==> config.mk <==
export PLATFORM = sky130hd
export DESIGN_NAME = iir_decim_out
export DESIGN_NICKNAME = d
export VERILOG_FILES = /design/src/rtl/iir_pkg.sv /design/src/rtl/sample_fifo.sv /design/src/rtl/iir_decim_out.sv
export SDC_FILE = /design/constraint.sdc
export NUM_CORES = 1
export LEC_CHECK = 0
export CAP_MARGIN = 10
export CORE_UTILIZATION = 44
export CTS_CLUSTER_DIAMETER = 120
export DETAILED_ROUTE_END_ITERATION = 8
export PLACE_DENSITY_LB_ADDON = 0.3
export SYNTH_ARGS = -nofsm -noshare
export SYNTH_HDL_FRONTEND = slang
export SYNTH_HIERARCHICAL = 1
export SYNTH_SLANG_ARGS = --single-unit
==> constraint.sdc <==
create_clock -name clk -period 4 [get_ports clk]
set_input_delay 0.6 -clock clk [delete_from_list [all_inputs] [get_ports clk]]
set_output_delay 0.6 -clock clk [all_outputs]
set_load 0.01 [all_outputs]
==> src/rtl/iir_pkg.sv <==
// rtl/iir_pkg.sv - shared defaults and width helpers for the IIR decimating output stage
package iir_pkg;

  localparam int DEF_BITWIDTH   = 32;
  localparam int DEF_LOG2R      = 2;
  localparam int DEF_OUT_WIDTH  = 16;
  localparam int DEF_FIFO_DEPTH = 4;

  // Holds the sum of 2^log2r samples of bitwidth bits without overflow.
  function automatic int acc_width(input int bitwidth, input int log2r);
    return bitwidth + log2r;
  endfunction

  // Round-half-up offset added before the divide-by-R shift.
  function automatic int round_offset(input int log2r);
    if (log2r == 0) begin
      return 0;
    end
    return 1 << (log2r - 1);
  endfunction

endpackage

==> src/rtl/sample_fifo.sv <==
// rtl/sample_fifo.sv - synchronous circular buffer for decimated output samples
// Ports:
//   clk, rst_n       : clock, asynchronous active-low reset
//   s_tvalid/s_tdata : push request and data; accepted when not full or when popping
//   m_tready         : pop request; honoured only when not empty
//   m_tdata          : head entry (0 while empty)
//   full, empty      : occupancy flags
module sample_fifo #(
  parameter int WIDTH = 16,
  parameter int DEPTH = 4
) (
  input  logic             clk,
  input  logic             rst_n,
  input  logic             s_tvalid,
  input  logic [WIDTH-1:0] s_tdata,
  input  logic             m_tready,
  output logic [WIDTH-1:0] m_tdata,
  output logic             full,
  output logic             empty
);

  localparam int PW = (DEPTH > 1) ? $clog2(DEPTH) : 1;
  localparam int CW = PW + 1;

  logic [WIDTH-1:0] mem_q [DEPTH];
  logic [WIDTH-1:0] mem_d [DEPTH];
  logic [PW-1:0]    wr_ptr_q, wr_ptr_d;
  logic [PW-1:0]    rd_ptr_q, rd_ptr_d;
  logic [CW-1:0]    cnt_q, cnt_d;
  logic             wr, rd;

  assign full  = (cnt_q == CW'(DEPTH));
  assign empty = (cnt_q == '0);

  // A pop frees the slot in the same cycle, so a full buffer can still take
  // a push when it is being drained. An empty buffer never pops, so there is
  // no same-cycle bypass from s_tdata to m_tdata.
  assign rd = m_tready && !empty;
  assign wr = s_tvalid && (!full || rd);

  assign m_tdata = empty ? '0 : mem_q[rd_ptr_q];

  always_comb begin
    mem_d    = mem_q;
    wr_ptr_d = wr_ptr_q;
    rd_ptr_d = rd_ptr_q;
    cnt_d    = cnt_q;
    if (wr) begin
      mem_d[wr_ptr_q] = s_tdata;
      wr_ptr_d        = wr_ptr_q + 1'b1;
    end
    if (rd) begin
      rd_ptr_d = rd_ptr_q + 1'b1;
    end
    if (wr && !rd) begin
      cnt_d = cnt_q + 1'b1;
    end else if (rd && !wr) begin
      cnt_d = cnt_q - 1'b1;
    end
  end

  always_ff @(posedge clk or negedge rst_n) begin
    if (!rst_n) begin
      for (int i = 0; i < DEPTH; i++) begin
        mem_q[i] <= '0;
      end
      wr_ptr_q <= '0;
      rd_ptr_q <= '0;
      cnt_q    <= '0;
    end else begin
      mem_q    <= mem_d;
      wr_ptr_q <= wr_ptr_d;
      rd_ptr_q <= rd_ptr_d;
      cnt_q    <= cnt_d;
    end
  end

endmodule

==> src/rtl/iir_decim_out.sv <==
// rtl/iir_decim_out.sv - block-average decimator with rounding, optional clamp and output buffer
// Optional feature macro: IIR_DECIM_SAT_EN (clamp to OUT_WIDTH range; otherwise wrap).
// Ports:
//   clk, rst         : clock, asynchronous active-low reset
//   x_valid, x       : filter output sample in (signed BITWIDTH)
//   y_valid, y_ready : output handshake, y holds the FIFO head (signed OUT_WIDTH)
//   y                : rounded average of each block of 2^LOG2R samples
//   overflow         : sticky, a result was dropped because the buffer was full
//   sat_hit          : sticky, a result was clamped (always 0 without the macro)
module iir_decim_out
  import iir_pkg::*;
#(
  parameter int BITWIDTH   = DEF_BITWIDTH,
  parameter int LOG2R      = DEF_LOG2R,
  parameter int OUT_WIDTH  = DEF_OUT_WIDTH,
  parameter int FIFO_DEPTH = DEF_FIFO_DEPTH
) (
  input  logic                        clk,
  input  logic                        rst,
  input  logic                        x_valid,
  input  logic signed [BITWIDTH-1:0]  x,
  output logic                        y_valid,
  input  logic                        y_ready,
  output logic signed [OUT_WIDTH-1:0] y,
  output logic                        overflow,
  output logic                        sat_hit
);

  localparam int AW   = acc_width(BITWIDTH, LOG2R);
  localparam int CNTW = (LOG2R > 0) ? LOG2R : 1;
  localparam logic [CNTW-1:0] CNT_LAST = CNTW'((1 << LOG2R) - 1);
  localparam logic signed [AW:0] RND = (AW + 1)'(round_offset(LOG2R));

  logic signed [AW-1:0]        acc_q, acc_d;
  logic [CNTW-1:0]             cnt_q, cnt_d;
  logic                        overflow_q, overflow_d;
  logic signed [AW:0]          sum_rnd;
  logic signed [OUT_WIDTH-1:0] res;
  logic                        push, pop, full, empty;
  logic [OUT_WIDTH-1:0]        head;

  // One extra bit so the rounding offset cannot overflow the block sum.
  assign sum_rnd = (AW + 1)'(acc_q) + (AW + 1)'(x) + RND;

  always_comb begin
    acc_d = acc_q;
    cnt_d = cnt_q;
    push  = 1'b0;
    if (x_valid) begin
      if (cnt_q == CNT_LAST) begin
        push  = 1'b1;
        acc_d = '0;
        cnt_d = '0;
      end else begin
        acc_d = acc_q + AW'(x);
        cnt_d = cnt_q + 1'b1;
      end
    end
  end

`ifdef IIR_DECIM_SAT_EN
  localparam logic signed [AW:0] MAXV = {{(AW - OUT_WIDTH + 2){1'b0}}, {(OUT_WIDTH - 1){1'b1}}};
  localparam logic signed [AW:0] MINV = ~MAXV;

  logic signed [AW:0] avg;
  logic               sat_now;
  logic               sat_q, sat_d;

  assign avg = sum_rnd >>> LOG2R;

  always_comb begin
    sat_now = 1'b0;
    res     = avg[OUT_WIDTH-1:0];
    if (avg > MAXV) begin
      res     = MAXV[OUT_WIDTH-1:0];
      sat_now = 1'b1;
    end else if (avg < MINV) begin
      res     = MINV[OUT_WIDTH-1:0];
      sat_now = 1'b1;
    end
    // Only results actually produced count; a dropped one still flags.
    sat_d = sat_q | (push & sat_now);
  end

  always_ff @(posedge clk or negedge rst) begin
    if (!rst) begin
      sat_q <= 1'b0;
    end else begin
      sat_q <= sat_d;
    end
  end

  assign sat_hit = sat_q;
`else
  // Wrap: keep the low OUT_WIDTH bits of the rounded average.
  assign res     = OUT_WIDTH'(sum_rnd >>> LOG2R);
  assign sat_hit = 1'b0;
`endif

  assign pop        = y_ready && !empty;
  assign overflow_d = overflow_q | (push && full && !pop);

  always_ff @(posedge clk or negedge rst) begin
    if (!rst) begin
      acc_q      <= '0;
      cnt_q      <= '0;
      overflow_q <= 1'b0;
    end else begin
      acc_q      <= acc_d;
      cnt_q      <= cnt_d;
      overflow_q <= overflow_d;
    end
  end

  sample_fifo #(
    .WIDTH (OUT_WIDTH),
    .DEPTH (FIFO_DEPTH)
  ) u_fifo (
    .clk      (clk),
    .rst_n    (rst),
    .s_tvalid (push),
    .s_tdata  (res),
    .m_tready (y_ready),
    .m_tdata  (head),
    .full     (full),
    .empty    (empty)
  );

  assign y_valid  = !empty;
  assign y        = head;
  assign overflow = overflow_q;

endmodule

==> metrics, run 1 <==
utilization after layout approximately half; initial antenna violation count 0; Seq/Total Area, Yosys slightly below 40%; Reg clk slew, reported paths approximately 0.070 ns; cts hold-fix bufs 0; period utilisation layout between 90% and 100%; clock network power share 15.0%; area grow syn2layout 15.07%; DR DRC count 0; Root Buffer clkbuf_16; Final Hold Viols 0; Inserted Diodes 0; adder-cell area share of the yosys netlist between 10% and 20%; Sw Pwr between 0.002 and 0.0025 W; Post-DRT Antenna Nets 0; critical path launch point type input port; hold crit path type in -> async; syn avg cell area 11.82 sq um; Internal 0.003602 W; Max Root-Sink Buffers 2; Post-Synth Simple-Gate Area a little under a tenth; post-synthesis mux area share a little under a fifth; gp weighted congestion about 0.86; Clock Skews around 0.0086 ns; area fraction in compound gates after synthesis just under 10%; port buffer count 39; critical path startpoint x[1]; Mapped Area 5971 sq um; Critical Path Fanout Max 4; first-pass GRT wire length just over 20000 um; Mapped Cells between 500 and 600; PD cells around 860 nW/um^2; EDFF count, synth 0; min cycle time layout about 3.6 ns; Max-slew headroom about a third; Synth cell types 61; later-pin clock latency in the skew report ~0.35 ns; largest net degree at the start of global routing 77; Vias ~4000; gr ovfl total 0; post-CTS sizing 0; Hold Worst Slack 0.4083 ns; Setup violations, final 0; largest family of logic cells by synthesized area multiplexers; post-DP HPWL 8879 um; worst setup margin approximately 0.37 ns; DRT Wirelength roughly 12000 um; max-capacitance violation count 0; CP arrival around 3.9 ns; DIE WIDTH 118.5 um; CP endpoint kind flip-flop; H-tree depth 3; XOR/XNOR share of the synthesized area 4.987%; Vias/cell 5.415; RSZ-0062 raised after global routing no; storage element area around 2300 sq um; Ys Warns 6; ys async rst share 100.0%; Req. time, crit path ~4.3 ns; share of cells above drive strength 1 ~23%; area of the multi-input gates approximately 3400 sq um; sequential share of power roughly 28%; io pins 55; TritonCTS Buffers 9; Leakage approximately 3.0 nW; outcome finished, final reports clean; r2r startpoint acc_q[1]; Pre-Repair DR Iteration Count 4; setup TNS 0 ns; crit path capture u_fifo/mem_q[29]; R2R cell count 12; Initial Utilization 45.09%; die height roughly 120 um; gr usage total around a fifth; final-layout fill cell count around 1200; DR iter-0 viols roughly 180; Final Power between 0.005 and 0.006 W; VDD IR max about 0.47 mV; Worst R2R End u_fifo/mem_q[29]; Switching Fraction slightly below 40%; num rows 42; Post-CTS Setup Inserts 0; f_max between 200 and 300 MHz; # nets final about 640; kind of critical path in -> reg; Worst-Margin Slew roughly 1.0 ns; Pins Over Slew Limit 0; register bit total from synthesis slightly above 90; Sink Count 92; TritonCTS clock tree built; die area ~14000 sq um; Combinational Power Share between 50% and 60%; reg2reg setup slack 0.76 ns; Post-Syn Nets 598; Main synth FF type dfrtp_1; pre-CTS setup slack -0.01364 ns; Placeable Area approximately 13000 sq um; WL/cell ~17 um; number of global-route vias before repair approximately 4200
==> flip-flops by register name, indices dropped and copies added (netlist names) <==
signal	count
u_fifo/mem_q	64
u_fifo/wr_ptr_q	2
u_fifo/cnt_q	3
cnt_q	2
u_fifo/rd_ptr_q	2
acc_q	18
overflow	1
==> cell usage in the layout, fill, tap and decap left out, drive strengths merged, types with 4 or more instances in the layout <==
master	instances
clkdlybuf4s50	38
o21ai	10
xnor2	22
fa	17
o211ai	4
ha	40
nor2	20
a31oi	7
buf	11
inv	43
nand3	4
o221ai	4
clkbuf	10
o22ai	4
nor2b	20
nand2	25
dfrtp	92
nand3b	5
o2bb2ai	6
o31ai	4
o311ai	4
a21oi	19
xor2	12
mux4	16
mux2	67
==> worst min path at each step <==
stage,startpoint,endpoint,slack (ns),depth (start not counted)
after global placement,overflow,overflow,0.45,1
after CTS,rst,u_fifo/mem_q[40],0.46,1
after global routing,overflow,overflow,0.51,1
after floorplan,rst,acc_q[0],0.30,0
after detailed placement,overflow,overflow,0.47,1
final,rst,u_fifo/mem_q[62],0.41,1
==> final cells by class <==
cell class                 count  share of cell area (%)
timing repair buffer          49                   6.738
sequential                    92                   33.51
clock buffer                  10                   3.478
multi-input combinational    359                   49.88
inverter                      40                   2.185
tap                          176                   3.205
clock inverter                 6                   1.002
==> per-stage QoR <==
step                cell area [sq um]  instances
detailed placement               6563        716
CTS                              6870        732
global route                     6870        732
floorplan                        5971        505
finish                           6870        732
global placement                 6563        716
==> power groups by stage <==
stage	Sequential [W]	Combinational, W	Clock (W)
floorplan	0.00158	0.00245	0
detailed placement	0.00171	0.00335	0
CTS	0.00169	0.00337	0.000916
global placement	0.00166	0.00324	0
finish	0.00168	0.00335	0.000888
global route	0.00175	0.00370	0.000946
==> Yosys cell counts, types with 4 or more instances <==
cell type / number / area (sq um)
a21oi_1: 19 / 95.09
a31oi_1: 7 / 43.79
clkbuf_1: 5 / 18.77
dfrtp_1: 92 / 2302
fa_1: 17 / 340.3
ha_1: 40 / 500.5
inv_1: 40 / 150.1
mux2_2: 67 / 754.5
mux4_2: 16 / 360.4
nand2_1: 25 / 93.84
nand3_1: 4 / 20.02
nand3b_1: 5 / 37.54
nor2_1: 16 / 60.06
nor2_2: 4 / 25.02
nor2b_1: 19 / 118.9
o211ai_1: 4 / 30.03
o21ai_0: 9 / 45.04
o22ai_1: 4 / 25.02
o2bb2ai_1: 6 / 52.55
xnor2_1: 22 / 192.7
xor2_1: 12 / 105.1
==> per-layer routing <==
metal / global-route usage (%) / share of wire (%)
met1: 24.71 / 46
met2: 31.84 / 49
met3: 3.861 / 3.2
met4: 6.329 / 1.4
met5: 0 / 0
==> logic make-up after synthesis <==
family / Yosys count
adders and majority gates: 57
and+or+nand+nor: 99
buffers and inverters: 54
DFF: 92
xor gates and xnor gates: 34
other: 1
muxes: 85
AOI/OAI and AO/OA: 83
==> critical path: stages <==
cell,delay [ns]
clkdlybuf4s50_1,0.48
inv_1,0.08
ha_1,0.32
inv_1,0.05
ha_1,0.22
fa_1,0.41
nor2b_2,0.19
o221ai_2,0.23
o31ai_2,0.14
o311ai_2,0.32
or4b_1,0.46
o311ai_1,0.16
mux2_2,0.24
No activity file was read; power rests on OpenSTA's default activity.
==> run 2, diff against run 1 <==
Settings changed: GPL_TIMING_DRIVEN from default to 0.
==> run 2 against run 1 <==
  * Design area grew 0.53%
  * Via count is 0.33% higher
  * Wire length increased by 2.0%
  * Die area is the same
  * Fmax down 3.6%
  * Non-clock buffer count rose by 5
  * Register-to-register slack worse by 0.15 ns
  * Largest power group unchanged
==> metrics, run 2 (synthesized netlist as in run 1, its figures left out) <==
outcome finished, final reports clean; Max-slew headroom 20.99% (-12 points); Final Hold Viols 0 (unchanged); first-pass GRT wire length 21020 um (+1.1%); share of cells above drive strength 1 22.46% (-0.56 points); DIE WIDTH 118.5 um (unchanged); hold crit path type in -> async; number of global-route vias before repair 4221 (+0.76%); post-CTS sizing 0 (unchanged); Sink Count 92 (unchanged); stages on the worst setup path 13 (unchanged); num rows 42 (unchanged); crit-path max cell delay 0.49 ns (about the same); final-layout fill cell count 1193 (+1.5%); Vias 3977 (+0.33%); Req. time, crit path 4.23 ns (-0.06 ns); Clock Skews 0.005367 ns (-0.003201 ns); largest net degree at the start of global routing 64 (-17%); max-capacitance violation count 0 (unchanged); period utilisation layout 94.02% (+3.4 points); f_max 265.9 MHz (-3.6%); Biggest register u_fifo/mem_q; H-tree depth 3 (unchanged); # nets final 649 (+0.78%); Post-CTS Setup Inserts 0 (unchanged); Finished Cell Area 6907 sq um (+0.53%); Pins Over Slew Limit 0 (unchanged); die area 14040 sq um (unchanged); DR iter-0 viols 237 (+30%); VDD IR max 0.4627 mV (-0.56%); top flop regs u_fifo/mem_q: 64 flops, acc_q: 18 flops, u_fifo/cnt_q: 3 flops; storage element area 2302 sq um (unchanged); CP endpoint kind flip-flop; critical-path cell list clkdlybuf4s50_1 -> inv_1 -> ha_1 -> inv_1 -> ha_1 -> fa_1 -> nor2b_2 -> o221ai_2 -> o31ai_2 -> o31ai_1 -> o221ai_1 -> xnor2_2 -> mux2_2; io pins 55 (unchanged); Largest register FFs 64 (unchanged); port buffer count 39 (unchanged); later-pin clock latency in the skew report 0.35 ns (about the same); pre-CTS setup slack -0.1419 ns (-0.1282 ns); gr usage total 19.33% (+0.30 points); crit-path leading delay family compound AO/OA/AOI/OAI gates; Pre-Repair DR Iteration Count 4 (unchanged); Initial Utilization 45.09% (unchanged); Crit-path slowest cell clkdlybuf4s50_1; Max Root-Sink Buffers 2 (unchanged); most common cell after layout, fill and taps aside dfrtp_1; initial antenna violation count 0 (unchanged); Critical Path Fanout Max 4 (unchanged); Placed Area 6606 sq um (+0.67%); critical path launch point type input port; RSZ-0062 raised after global routing no; WL/cell 16.96 um (+1.3%); worst setup margin 0.2392 ns (-0.1343 ns); Root Buffer clkbuf_16; PD cells 855.3 nW/um^2 (-0.81%); TritonCTS clock tree built; Inserted Diodes 0 (unchanged); Leakage 2.986 nW (+0.38%); Setup violations, final 0 (unchanged); area grow syn2layout 15.67%; Final Power 0.005907 W (-0.28%); R2R cell count 8 (-4); most frequent cells in the layout dfrtp_1 (92), mux2_2 (67), inv_1 (40), ha_1 (40), clkdlybuf4s50_1 (38); Bufs and invs on worst path 3 (unchanged); DR DRC count 0 (unchanged); Reg clk slew, reported paths 0.06 ns (about the same); CP arrival 3.99 ns (+0.07 ns); Vias/cell 5.396 (-0.35%); post-DP HPWL 9372 um (+5.6%); Post-DRT Antenna Nets 0 (unchanged); TritonCTS Buffers 9 (unchanged); DRT Wirelength 12500 um (+2.0%); cts hold-fix bufs 0 (unchanged); min cycle time layout 3.761 ns (+0.1343 ns); gp weighted congestion 0.8450 (-1.9%); Worst-Margin Slew 1.170 ns (+0.1612 ns); Placeable Area 13240 sq um (unchanged); die height 118.5 um (unchanged); area of the multi-input gates 3430 sq um (about the same); kind of critical path in -> reg; gr ovfl total 0 (unchanged)
## run 2: path summary, 6_finish.rpt
kind,startpoint,end,slack (ns)
hold / removal,rst,u_fifo/mem_q[46],0.19
max in group asynchronous,rst,u_fifo/mem_q[48],3.17
setup / recovery,x[1],u_fifo/mem_q[15],0.24
setup reg to reg,acc_q[2],u_fifo/mem_q[40],0.61
min in group clk,overflow,overflow,0.47
hold reg to reg,overflow,overflow,0.47
## run 2: final cells by class
class	count	share of cell area, %
Inverter	40	2.174
Sequential cell	92	33.33
Clock inverter	5	0.8696
Tap cell	176	3.188
Multi-Input combinational cell	359	49.66
Timing Repair Buffer	40	6.014
Clock buffer	11	3.370
Buffer	14	1.395
## run 2: layer usage
layer  vias up  GRT usage, %  wire length (um)
met3        13         4.151               391
met2        56         32.83              6144
li1       1902             -                 -
met1      2006         25.03              5821
met5         -             0                 0
met4         0         5.142               141
## run 2: power by group
part,leakage [nW],switching (W),total (W),internal (W)
Clock,0.146,0.000360,0.000849,0.000489
Sequential,1.14,0.000269,0.00165,0.00138
Combinational,1.70,0.00169,0.00341,0.00172
Total,2.99,0.00232,0.00591,0.00359
## run 2: per-stage QoR
stage	std cells	hold slack, ns	TNS, ns	util [%]
floorplan	505	0.3044	0	-
CTS	737	0.1961	0	52.10
finish	737	0.1864	0	52.15
global route	737	0.2042	0	52.15
detailed placement	721	0.4539	-0.8248	49.89
global placement	720	0.4502	-91.85	49.70
==> run 3, diff against run 2 <==
Clock period 4 ns to 4.21 ns, I/O delays scaled along.
==> run 3 against run 2 <==
  * Sequential cell count stayed put
  * Clock skew hardly changed
  * Power is 5.1% lower
  * Cell count stayed put
  * Design area is 0.11% lower
  * Clock power is 4.9% lower
  * Via count is 0.40% lower
  * Global-route usage stayed put
  * Setup slack better by 0.14 ns
  * Wire length is 0.18% lower
  * Critical endpoint unchanged
  * Largest power group unchanged
==> metrics, run 3 (synthesized netlist as in run 1, its figures left out) <==
DRT Wirelength 12480 um (-0.18%); PD cells 812.2 nW/um^2 (-5.0%); CP endpoint kind flip-flop; VDD IR max 0.4399 mV (-4.9%); Largest register FFs 64 (unchanged); post-DP HPWL 9372 um (unchanged); clock network power share 14.4% (about the same); post-CTS sizing 0 (unchanged); most frequent cells in the layout dfrtp_1 (92), mux2_2 (67), inv_1 (40), ha_1 (40), clkdlybuf4s50_1 (38); storage element area 2302 sq um (unchanged); gr usage total 19.33% (unchanged); Initial Utilization 45.09% (unchanged); Cells after DPL 721 (unchanged); Critical Path Fanout Max 4 (unchanged); sequential share of power 27.9% (about the same); Internal 0.003402 W (-5.2%); gp weighted congestion 0.8450 (unchanged); top flop regs u_fifo/mem_q: 64 flops, acc_q: 18 flops, u_fifo/cnt_q: 3 flops; critical path launch point type input port; TritonCTS Buffers 9 (unchanged); area grow syn2layout 15.55%; Final Hold Viols 0 (unchanged); Max-slew headroom 22.89% (+1.9 points); number of global-route vias before repair 4221 (unchanged); hold crit path type in -> async; num rows 42 (unchanged); critical-path cell list clkdlybuf4s50_1 -> inv_1 -> ha_1 -> inv_1 -> ha_1 -> fa_1 -> nor2b_2 -> o221ai_2 -> o31ai_2 -> o31ai_1 -> o221ai_1 -> xnor2_1 -> mux2_2; Setup violations, final 0 (unchanged); Leakage 2.981 nW (-0.17%); Clock Skews 0.005444 ns (+0.00007683 ns); Vias 3961 (-0.40%); RSZ-0062 raised after global routing no; Pins Over Slew Limit 0 (unchanged); # nets final 649 (unchanged); Max Root-Sink Buffers 2 (unchanged); share of cells above drive strength 1 22.28% (-0.18 points); f_max 260.8 MHz; Inserted Diodes 0 (unchanged); Worst-Margin Slew 1.142 ns (-0.02817 ns); Crit-path slowest cell clkdlybuf4s50_1; Biggest register u_fifo/mem_q; first-pass GRT wire length 21020 um (unchanged); largest net degree at the start of global routing 64 (unchanged); gr ovfl total 0 (unchanged); final-layout fill cell count 1193 (unchanged); CP arrival 4.12 ns (+0.13 ns); crit-path max cell delay 0.49 ns (about the same); outcome finished, final reports clean; Vias/cell 5.374 (-0.40%); die area 14040 sq um (unchanged); Sw Pwr 0.002201 W (-5.1%); Combinational Power Share 57.7% (about the same); max-capacitance violation count 0 (unchanged); TritonCTS clock tree built; DR DRC count 0 (unchanged); area of the multi-input gates 3422 sq um (-0.22%); period utilisation layout roughly nine tenths; Final Power 0.005604 W (-5.1%); cts hold-fix bufs 0 (unchanged); die height 118.5 um (unchanged); min cycle time layout around 3.8 ns; H-tree depth 3 (unchanged); port buffer count 39 (unchanged); io pins 55 (unchanged); Switching Fraction 39.28% (about the same); DR iter-0 viols 213 (-10%); Post-DRT Antenna Nets 0 (unchanged); Post-CTS Setup Inserts 0 (unchanged); DIE WIDTH 118.5 um (unchanged); Req. time, crit path 4.49 ns (+0.26 ns); utilization after layout 52.10% (-0.057 points); kind of critical path in -> reg; Pre-Repair DR Iteration Count 4 (unchanged); Sink Count 92 (unchanged); Cell Count, Final, Fillers Out 737 (unchanged); most common cell after layout, fill and taps aside dfrtp_1; Placeable Area 13240 sq um (unchanged); Reg clk slew, reported paths 0.06 ns (about the same); later-pin clock latency in the skew report 0.35 ns (about the same); Root Buffer clkbuf_16; initial antenna violation count 0 (unchanged); WL/cell 16.93 um (-0.18%)
run 3: changes by cell type in the layout (fill, tap and decap cells not counted):
cell | before | now
xnor2_1 | 21 | 22
xnor2_2 | 1 | 0
run 3: worst paths after layout:
path / startpoint / endpoint / slack [ns] / depth (start not counted)
max in group asynchronous: rst / u_fifo/mem_q[48] / 3.35 / 2
min in group clk: overflow / overflow / 0.47 / 1
max: x[1] / u_fifo/mem_q[15] / 0.38 / 13
min reg2reg: overflow / overflow / 0.47 / 1
min: rst / u_fifo/mem_q[46] / 0.22 / 1
max reg2reg: acc_q[1] / u_fifo/mem_q[15] / 0.81 / 12
run 3: final cells by class:
type | instances | area share, %
Buffer | 14 | 1.396
Clock buffer | 11 | 3.373
Clock inverter | 5 | 0.8705
Inverter | 40 | 2.176
Multi-Input combinational cell | 359 | 49.60
Sequential cell | 92 | 33.37
Tap cell | 176 | 3.192
Timing Repair Buffer | 40 | 6.021
run 3: critical path: cells and delay by family:
| family | cells | cell delay (ns) |
|---|---|---|
| simple gates | 1 | 0.19 |
| fa+ha+maj | 3 | 0.97 |
| compound gates | 4 | 1.04 |
| xor+xnor | 1 | 0.43 |
| buf+inv | 3 | 0.63 |
| mux | 1 | 0.24 |
run 3: power groups by stage:
stage / combinational (W) / sequential (W) / clock [W]
2_1_floorplan: 0.00233 / 0.00151 / 0
3_3_place_gp: 0.00312 / 0.00155 / 0
3_5_place_dp: 0.00324 / 0.00158 / 0
4_1_cts: 0.00325 / 0.00157 / 0.000839
5_1_grt: 0.00355 / 0.00163 / 0.000871
6_report: 0.00323 / 0.00157 / 0.000807
run 3: metal layers:
| metal | vias to the layer above | routed length [um] | part of all wire (%) | GRT usage [%] |
|---|---|---|---|---|
| li1 | 1902 | - | - | - |
| met1 | 1988 | 5841 | 47 | 25.03 |
| met2 | 58 | 6147 | 49 | 32.83 |
| met3 | 13 | 349 | 2.8 | 4.151 |
| met4 | 0 | 137 | 1.1 | 5.142 |
| met5 | - | 0 | 0 | 0 |
run 3: stage by stage:
step / setup slack [ns] / instance area [sq um] / hold slack (ns) / TNS [ns]
global route: 0.1481 / 6899 / 0.2357 / 0
floorplan: 1.013 / 5971 / 0.3359 / 0
finish: 0.3760 / 6899 / 0.2176 / 0
detailed placement: 0.03662 / 6606 / 0.4539 / 0
CTS: 0.3831 / 6899 / 0.2276 / 0
global placement: -0.8217 / 6581 / 0.4502 / -75.18
